$ cat src/rtl/key_pkg.sv
// Shared definitions for the key event front end: channel FSM encoding,
// board key indices and the channel counter sizing rule.
package key_pkg;

    localparam logic [1:0] ST_IDLE       = 2'd0;
    localparam logic [1:0] ST_PRESS_DB   = 2'd1;
    localparam logic [1:0] ST_HELD       = 2'd2;
    localparam logic [1:0] ST_RELEASE_DB = 2'd3;

    typedef enum logic [1:0] {
        IDLE       = ST_IDLE,
        PRESS_DB   = ST_PRESS_DB,
        HELD       = ST_HELD,
        RELEASE_DB = ST_RELEASE_DB
    } key_state_t;

    localparam int KEY_LEFT    = 0;
    localparam int KEY_RIGHT   = 1;
    localparam int KEY_UP      = 2;
    localparam int KEY_DOWN    = 3;
    localparam int KEY_CONFIRM = 4;
    localparam int KEY_QUIT    = 5;

    function automatic int cnt_width(input int hold_cyc, input int debounce_cyc);
        return $clog2((hold_cyc > debounce_cyc) ? hold_cyc : debounce_cyc) + 1;
    endfunction

endpackage

$ cat src/rtl/key_channel.sv
// One key: 2-FF synchroniser, debounce/hold FSM sharing a single counter.
//   state      | meaning
//   IDLE       | key released and stable
//   PRESS_DB   | synced pressed, counting toward accepted press
//   HELD       | press accepted, counting toward next repeat
//   RELEASE_DB | synced released, counting toward accepted release
module key_channel
    import key_pkg::*;
#(
    parameter int DEBOUNCE_CYC = 1000,
    parameter int HOLD_CYC     = 25_000_000,
    parameter int REPEAT_CYC   = 5_000_000,
    parameter bit ACTIVE_LOW   = 1'b1
) (
    input  logic clk_50M,
    input  logic rst_n,
    input  logic key_raw,
    output logic key_level,
    output logic press_pulse,
    output logic release_pulse,
    output logic repeat_pulse,
    output logic press_set,
    output logic release_set,
    output logic repeat_set
);

    localparam int CW = cnt_width(HOLD_CYC, DEBOUNCE_CYC);
    localparam logic [CW-1:0] DB_LAST   = CW'(DEBOUNCE_CYC - 1);
    localparam logic [CW-1:0] HOLD_LAST = CW'(HOLD_CYC - 1);
    localparam logic [CW-1:0] RELOAD    = CW'(HOLD_CYC - REPEAT_CYC);

    logic [1:0]    sync_q;
    logic          synced;
    key_state_t    state, state_nxt;
    logic [CW-1:0] cnt, cnt_nxt;
    logic          level_nxt;

    // Reset value is the raw "not pressed" level, so synced starts at 0.
    always_ff @(posedge clk_50M) begin
        if (!rst_n) sync_q <= {2{ACTIVE_LOW}};
        else        sync_q <= {sync_q[0], key_raw};
    end

    assign synced = sync_q[1] ^ ACTIVE_LOW;

    always_comb begin
        state_nxt   = state;
        cnt_nxt     = cnt;
        level_nxt   = key_level;
        press_set   = 1'b0;
        release_set = 1'b0;
        repeat_set  = 1'b0;
        case (state)
            IDLE: begin
                if (synced) begin
                    state_nxt = PRESS_DB;
                    cnt_nxt   = '0;
                end
            end
            PRESS_DB: begin
                if (!synced) begin
                    state_nxt = IDLE;
                    cnt_nxt   = '0;
                end else if (cnt == DB_LAST) begin
                    state_nxt = HELD;
                    cnt_nxt   = '0;
                    level_nxt = 1'b1;
                    press_set = 1'b1;
                end else begin
                    cnt_nxt = cnt + CW'(1);
                end
            end
            HELD: begin
                // A falling synced wins over a due repeat.
                if (!synced) begin
                    state_nxt = RELEASE_DB;
                    cnt_nxt   = '0;
                end else if (cnt == HOLD_LAST) begin
                    repeat_set = 1'b1;
                    cnt_nxt    = RELOAD;
                end else begin
                    cnt_nxt = cnt + CW'(1);
                end
            end
            RELEASE_DB: begin
                if (synced) begin
                    state_nxt = HELD;
                    cnt_nxt   = '0;
                end else if (cnt == DB_LAST) begin
                    state_nxt   = IDLE;
                    cnt_nxt     = '0;
                    level_nxt   = 1'b0;
                    release_set = 1'b1;
                end else begin
                    cnt_nxt = cnt + CW'(1);
                end
            end
            default: begin
                state_nxt = IDLE;
                cnt_nxt   = '0;
            end
        endcase
    end

    always_ff @(posedge clk_50M) begin
        if (!rst_n) begin
            state         <= IDLE;
            cnt           <= '0;
            key_level     <= 1'b0;
            press_pulse   <= 1'b0;
            release_pulse <= 1'b0;
            repeat_pulse  <= 1'b0;
        end else begin
            state         <= state_nxt;
            cnt           <= cnt_nxt;
            key_level     <= level_nxt;
            press_pulse   <= press_set;
            release_pulse <= release_set;
            repeat_pulse  <= repeat_set;
        end
    end

endmodule

$ cat src/rtl/key_event_gen.sv
// N independent key channels plus registered nav_pulse and any_event,
// built from the channels' next-cycle pulse terms so they align with them.
module key_event_gen
    import key_pkg::*;
#(
    parameter int N_KEYS       = 8,
    parameter int DEBOUNCE_CYC = 1000,
    parameter int HOLD_CYC     = 25_000_000,
    parameter int REPEAT_CYC   = 5_000_000,
    parameter bit ACTIVE_LOW   = 1'b1
) (
    input  logic              clk_50M,
    input  logic              rst_n,
    input  logic [N_KEYS-1:0] key_in,
    output logic [N_KEYS-1:0] key_level,
    output logic [N_KEYS-1:0] press_pulse,
    output logic [N_KEYS-1:0] release_pulse,
    output logic [N_KEYS-1:0] repeat_pulse,
    output logic [N_KEYS-1:0] nav_pulse,
    output logic              any_event
);

    logic [N_KEYS-1:0] press_set, release_set, repeat_set;

    for (genvar i = 0; i < N_KEYS; i++) begin : g_ch
        key_channel #(
            .DEBOUNCE_CYC (DEBOUNCE_CYC),
            .HOLD_CYC     (HOLD_CYC),
            .REPEAT_CYC   (REPEAT_CYC),
            .ACTIVE_LOW   (ACTIVE_LOW)
        ) u_ch (
            .clk_50M       (clk_50M),
            .rst_n         (rst_n),
            .key_raw       (key_in[i]),
            .key_level     (key_level[i]),
            .press_pulse   (press_pulse[i]),
            .release_pulse (release_pulse[i]),
            .repeat_pulse  (repeat_pulse[i]),
            .press_set     (press_set[i]),
            .release_set   (release_set[i]),
            .repeat_set    (repeat_set[i])
        );
    end

    always_ff @(posedge clk_50M) begin
        if (!rst_n) begin
            nav_pulse <= '0;
            any_event <= 1'b0;
        end else begin
            nav_pulse <= release_set | repeat_set;
            any_event <= |(press_set | release_set);
        end
    end

endmodule

$ cat config.mk
export PLATFORM = sky130hd
export DESIGN_NAME = key_event_gen
export DESIGN_NICKNAME = d
export VERILOG_FILES = /design/src/rtl/key_pkg.sv /design/src/rtl/key_channel.sv /design/src/rtl/key_event_gen.sv
export SDC_FILE = /design/constraint.sdc
export NUM_CORES = 1
export LEC_CHECK = 0
export CAP_MARGIN = 20
export CORE_MARGIN = 2
export CORE_UTILIZATION = 40
export DETAILED_ROUTE_END_ITERATION = 6
export GPL_ROUTABILITY_DRIVEN = 0
export SKIP_CTS_REPAIR_TIMING = 1
export SYNTH_ARGS = -nofsm -noshare
export SYNTH_HDL_FRONTEND = slang
export SYNTH_HIERARCHICAL = 1
export SYNTH_SLANG_ARGS = --single-unit
$ cat constraint.sdc
create_clock -name clk_50M -period 2.05 [get_ports clk_50M]
set_input_delay 0.3075 -clock clk_50M [delete_from_list [all_inputs] [get_ports clk_50M]]
set_output_delay 0.3075 -clock clk_50M [all_outputs]
set_load 0.01 [all_outputs]
==> results.toml, run 1 <==
[synth]
syn-num-nets = 2065
yosysSeqAreaShare = 0.354
synth.distinct_cells = 72
synth_cells = 2047
synth.yosys.warnings = 6
yosysTopAreaCell = "dfxtp_1"
syn-mean-instance-area_sq_um = 7.76
synth_area_sq_mm = 0.0159
synth_area_leaders = "dfxtp_1 (35%), nand2_1 (6.3%), nand3_1 (3.8%), nand4_1 (3.5%), nor2_1 (3.5%)"
synth_top_area_share = 0.354
ys_ff_latch = 281
synth_ff_type = "dfxtp_1"
synth-edff-count = 0
async_flop_share = 0

[placed_design]
dpl_cell_area_sq_mm = 0.0192
numPortBuffers = 50
dpl.hpwl_microns = 34300

[power_and_ir_drop]
p_per_area_mw_per_mm2 = 560
power_frac_seq = 0.450
p_comb_frac = 0.038
switchingPower_w = 0.00282
swShare = 0.230
irDropWorstVdd_mv = 0.400
leakagePower_nw = 8.39
p_clk_frac = 0.512
internal_power_w = 0.00947

[clocking]
cts_buffers = 35
clkTransAtPathRegs_ps = 60
clockBufferDepth = 3
cts_tree = "yes"
cts-root-buf = "clkbuf_16"
worstSkewPairLatency_ps = 550
cts_sinks = 281
htree_levels = 2

[routing]
drt_iter0_markers = 1439
routed_wl_microns = 50000
vias = 17000
drc = 0
first_pass_iters = 5
drtAntennaViolNets = 0
via_per_inst = 5.87
wire_per_inst_microns = 17.2

[layout]
final_cell_mix = "buf_4 (316), dfxtp_1 (256), nand2_1 (256)"
drive_above_1_share = 0.287
nFillCells = 3578
fin_nets = 2375
syn_to_final_growth_pct = 38.0
layout_commonest_cell = "buf_4"
antennaDiodeCount = 0
design_area_sq_mm = 0.0219

[global_routing]
overflow = 0
grt_usage = 0.230
grt_pass1_vias = 16200
grt_pass1_wl_microns = 79800
antenna_found_initial = 0
grt_max_degree = 82

[worst_setup_path]
endpoint_kind = "flip-flop"
cp.arrival_ps = 2690
path_max_fanout = 4
cp.required_ps = 2510
worstSetupStartpointType = "flip-flop"
path_class = "flip-flop to flip-flop"

[floorplan]
start_util = 0.408
die_height_microns = 203
boundaryPins = 51
core_sq_mm = 0.0389
die_w_microns = 203
std_cell_rows = 72
die_area_sq_mm = 0.0413

[timing]
finalSetupViolCount = 103
relSlewSlack = 0.622
tns_ps = -5790
finalHoldViolCount = 0
rsz0062_at_grt = "true"
fmax_mhz = 448
post-route-period-util = 1.09
post-route-min-period_ps = 2230
fin_worst_skew_ps = 15.5
tightest_slew_ps = 565
slew_viol_final = 0
setup_slack_ps = -180

[job]
drv_cap = 0

[min_path]
min_path_type = "input port to flip-flop"

[status]
violations = "setup timing"
status = "finished, violations left"
## final cells by class
type / instances / area [sq um] / area share
multi-input combinational: 1558 / 10600 / 0.484
sequential: 281 / 5660 / 0.258
timing repair buffer: 418 / 3610 / 0.165
clock buffer: 48 / 1000 / 0.0458
tap: 518 / 648 / 0.0296
inverter: 63 / 236 / 0.0108
clock inverter: 13 / 154 / 0.00702
## critical path: stages, from the launching register on
cell	delay (ps)
dfxtp_2	330
or3_1	360
or4_4	430
or4_4	540
nor3_4	250
nor4_2	60
a41oi_1	180
## worst paths after layout
check                               from                endpoint  slack, ps  depth (start not counted)
hold / removal                     rst_n  g_ch[7].u_ch/sync_q[0]         20                          2
setup reg to reg    g_ch[7].u_ch/cnt[15]               any_event       -180                          6
hold reg to reg   g_ch[3].u_ch/sync_q[0]  g_ch[3].u_ch/sync_q[1]        410                          1
setup / recovery    g_ch[7].u_ch/cnt[15]               any_event       -180                          6
## power by group through the flow
stage	combinational (W)	clock, W	sequential (W)
floorplan	0.000229	0	0.00564
global placement	0.000424	0	0.00564
detailed placement	0.000430	0	0.00565
CTS	0.000431	0.00645	0.00553
global route	0.000505	0.00666	0.00553
finish	0.000470	0.00629	0.00553
## layer usage
metal	vias up	wire length, microns	track usage
li1	8267	-	-
met1	8173	22700	0.311
met2	491	23300	0.373
met3	100	2600	0.0283
met4	0	1370	0.0902
met5	-	0	0
## per-stage QoR
| step | instances | power [W] | hold slack [ps] | setup slack (ps) | util |
|---|---|---|---|---|---|
| after floorplan | 2047 | 0.00586 | 386 | -83.4 | - |
| after global placement | 2813 | 0.00607 | 391 | -135 | 0.494 |
| after detailed placement | 2813 | 0.00608 | 397 | -206 | 0.494 |
| after CTS | 2874 | 0.0124 | -0.444 | -243 | 0.524 |
| after global routing | 2899 | 0.0127 | 35.3 | -251 | 0.563 |
| final | 2899 | 0.0123 | 20.2 | -180 | 0.563 |
## synthesized netlist by cell type, drive strengths merged (6+ instances only)
cell type  count
a211oi        12
a21boi        11
a21o          14
a21oi        111
a22o          13
a22oi          8
a31oi         28
a41oi         10
and2          38
and3          55
and4          39
buf           46
clkbuf       101
dfxtp        281
ha             8
inv           62
mux2i         15
nand2        268
nand2b        31
nand3        124
nand4         89
nand4b         6
nor2         148
nor2b         12
nor3          82
nor3b         12
nor4          77
nor4b         18
nor4bb         8
o2111ai       36
o211ai        33
o21a          16
o21ai         59
o21bai         7
o221ai        24
o22ai         34
o31ai          8
or3           16
or3b           7
or4           13
xnor2         20
xor2          14
## sequential cells by signal, summed over array words and instances, names as in the netlist, named ones only
register and count:
g_ch.u_ch/cnt 208, nav_pulse 8, any_event 1, g_ch.u_ch/release_pulse 8
g_ch.u_ch/sync_q 16, g_ch.u_ch/press_pulse 8, g_ch.u_ch/repeat_pulse 8, g_ch.u_ch/key_level 8
g_ch.u_ch/state 8
## cells by family after synthesis
logic type	share of synthesized area
flip-flops	0.354
buffers and inverters	0.0582
adder cells (fa/ha/maj)	0.00630
AO/OA/AOI/OAI	0.195
AND/OR/NAND/NOR	0.358
XOR/XNOR	0.0187
multiplexers	0.00945
Power figures use the tool's default switching activity.
==> run 2, diff against run 1 <==
--- a/config.mk
+++ b/config.mk
@@ -5,6 +5,7 @@
 export SDC_FILE = /design/constraint.sdc
 export NUM_CORES = 1
 export LEC_CHECK = 0
+export ABC_CLOCK_PERIOD_IN_PS = 2050
 export CAP_MARGIN = 20
 export CORE_MARGIN = 2
 export CORE_UTILIZATION = 40
==> results of run 2 <==
The final DEF is identical to that of run 1; final timing and power are the same.
==> run 3, diff against run 2 <==
--- a/config.mk
+++ b/config.mk
@@ -7,8 +7,9 @@
 export LEC_CHECK = 0
 export ABC_CLOCK_PERIOD_IN_PS = 2050
 export CAP_MARGIN = 20
-export CORE_MARGIN = 2
+export CORE_MARGIN = 8
 export CORE_UTILIZATION = 40
+export CTS_BUF_LIST = sky130_fd_sc_hd__clkbuf_4 sky130_fd_sc_hd__clkbuf_8 sky130_fd_sc_hd__clkbuf_16
 export DETAILED_ROUTE_END_ITERATION = 6
 export GPL_ROUTABILITY_DRIVEN = 0
 export SKIP_CTS_REPAIR_TIMING = 1
==> results.toml, run 3 (same netlist as run 1, synthesis figures left out) <==
[timing]
post-route-min-period_ps = 2200
finalHoldViolCount = 0
finalSetupViolCount = 90
fin_worst_skew_ps = 17.3
tns_ps = -3820
tightest_slew_ps = 562
post-route-period-util = 1.07
fmax_mhz = 455
rsz0062_at_grt = "true"
relSlewSlack = 0.622
setup_slack_ps = -148
slew_viol_final = 0

[clocking]
worstSkewPairLatency_ps = 540
cts_buffers = 36
clkTransAtPathRegs_ps = 60
cts_sinks = 281
cts-root-buf = "clkbuf_16"
htree_levels = 2
cts_tree = "yes"
clockBufferDepth = 3

[placed_design]
dpl.hpwl_microns = 34100
numPortBuffers = 50
dpl_cell_area_sq_mm = 0.0192

[floorplan]
die_height_microns = 215
core_sq_mm = 0.0395
start_util = 0.403
die_area_sq_mm = 0.0463
std_cell_rows = 73
boundaryPins = 51
die_w_microns = 215

[worst_setup_path]
max_stage_delay_ps = 540
cpMaxStageDelayCell = "or4_4"
reg2reg_slack_ps = -150
path_class = "flip-flop to flip-flop"
cpMostUsedCell = "or4_4"
endpoint_kind = "flip-flop"
worstSetupStartpointType = "flip-flop"
cp_num_cells = 6
worstReg2RegEnd = "any_event"
crit_end = "any_event"
crit_path_start = "g_ch[7].u_ch/cnt[15]"
cp.required_ps = 2500
cp.arrival_ps = 2650
cpLargestDelayFamily = "simple AND/OR/NAND/NOR gates"
path_max_fanout = 4
crit_buf_inv = 0
reg2reg_from = "g_ch[7].u_ch/cnt[15]"
reg2reg_depth = 6
path_cells = "or3_1, or4_4, or4_4, nor3_4, nor4_2, a41oi_1"

[routing]
drt_iter0_markers = 1214
wl_met3_microns = 2410
routed_wl_microns = 49900
dr.max_layer_used = "met4"
vias = 16900
wl_met2_microns = 23200
wire_per_inst_microns = 17.2
drc = 0
drt-met1-wl_microns = 22700
via_per_inst = 5.85
drtAntennaViolNets = 0
first_pass_iters = 7

[layout]
drive_above_1_share = 0.278
design_area_sq_mm = 0.0219
top_regs = "g_ch.u_ch/cnt x208, g_ch.u_ch/sync_q x16"
antennaDiodeCount = 0
layout_commonest_cell = "buf_4"
fin_nets = 2362
syn_to_final_growth_pct = 37.7
largest_reg_flops = 208
largest-register = "g_ch.u_ch/cnt"
final_cell_mix = "buf_4 (298), nand2_1 (256), dfxtp_1 (250)"

[status]
status = "finished, violations left"
violations = "setup timing"

[power_and_ir_drop]
irDropWorstVdd_mv = 0.413
report.power.total_w = 0.0126
leakagePower_nw = 8.44
p_per_area_mw_per_mm2 = 575

[min_path]
min_path_cells = 2
min_path_type = "input port to flip-flop"

[global_routing]
antenna_found_initial = 0
grt_pass1_wl_microns = 78100
grt_usage = 0.196
overflow = 0
grt_max_degree = 51
grt_pass1_vias = 15800

[job]
drv_cap = 0
[run 3: cell types whose count changed in the layout (fill, tap and decap cells not counted), moves of 4 or more]
| cell | previous run | this run |
|---|---|---|
| buf_4 | 316 | 298 |
| a21oi_1 | 70 | 87 |
| a21oi_2 | 32 | 15 |
| clkbuf_16 | 39 | 46 |
| clkbuf_4 | 0 | 7 |
| dfxtp_1 | 256 | 250 |
| dfxtp_2 | 25 | 31 |
| clkbuf_1 | 5 | 0 |
| nor4_2 | 14 | 18 |
| o22ai_4 | 6 | 2 |
[run 3: per-stage QoR]
stage / std cells / hold slack [ps] / util / setup WS, ps
floorplan: 2047 / 386 / - / -83.4
global placement: 2808 / 388 / 0.486 / -189
detailed placement: 2808 / 391 / 0.486 / -250
CTS: 2869 / 21.0 / 0.517 / -263
global route: 2892 / 52.4 / 0.554 / -236
finish: 2892 / 58.6 / 0.554 / -148
[run 3: worst reg2reg max path, cell delays in order, from the launching register on]
cell and delay, ps:
dfxtp_2 330, or3_1 360, or4_4 420, or4_4 540, nor3_4 250, nor4_2 50
a41oi_1 170
[run 3: how the worst min path moves through the flow]
stage          slack, ps                    from                endpoint
3_5_place_dp         390  g_ch[4].u_ch/sync_q[0]  g_ch[4].u_ch/sync_q[1]
3_3_place_gp         390  g_ch[4].u_ch/sync_q[0]  g_ch[4].u_ch/sync_q[1]
2_1_floorplan        390  g_ch[0].u_ch/sync_q[0]  g_ch[0].u_ch/sync_q[1]
6_report              60                   rst_n  g_ch[7].u_ch/sync_q[0]
4_1_cts               20                   rst_n  g_ch[5].u_ch/sync_q[0]
5_1_grt               50                   rst_n  g_ch[7].u_ch/sync_q[0]
[run 3: area by class of cell]
class | instances | area (sq um)
Fill cell | 3605 | 17600
Multi-Input combinational cell | 1557 | 10500
Sequential cell | 281 | 5660
Timing Repair Buffer | 405 | 3600
Clock buffer | 54 | 1120
Tap cell | 525 | 657
Inverter | 63 | 239
Clock inverter | 7 | 113
[run 3: power by group]
part	leakage, nW	internal [W]	total, W	switching (W)
Sequential	2.28	0.00549	0.00553	0.0000311
Clock	0.614	0.00412	0.00658	0.00246
Combinational	5.54	0.000164	0.000462	0.000298
Total	8.44	0.00978	0.0126	0.00279
[run 3: layer usage]
metal  up-vias  GRT usage
met5         -          0
met4         0     0.0719
met3       119     0.0277
met2       435      0.324
met1      8113      0.257
li1       8240          -
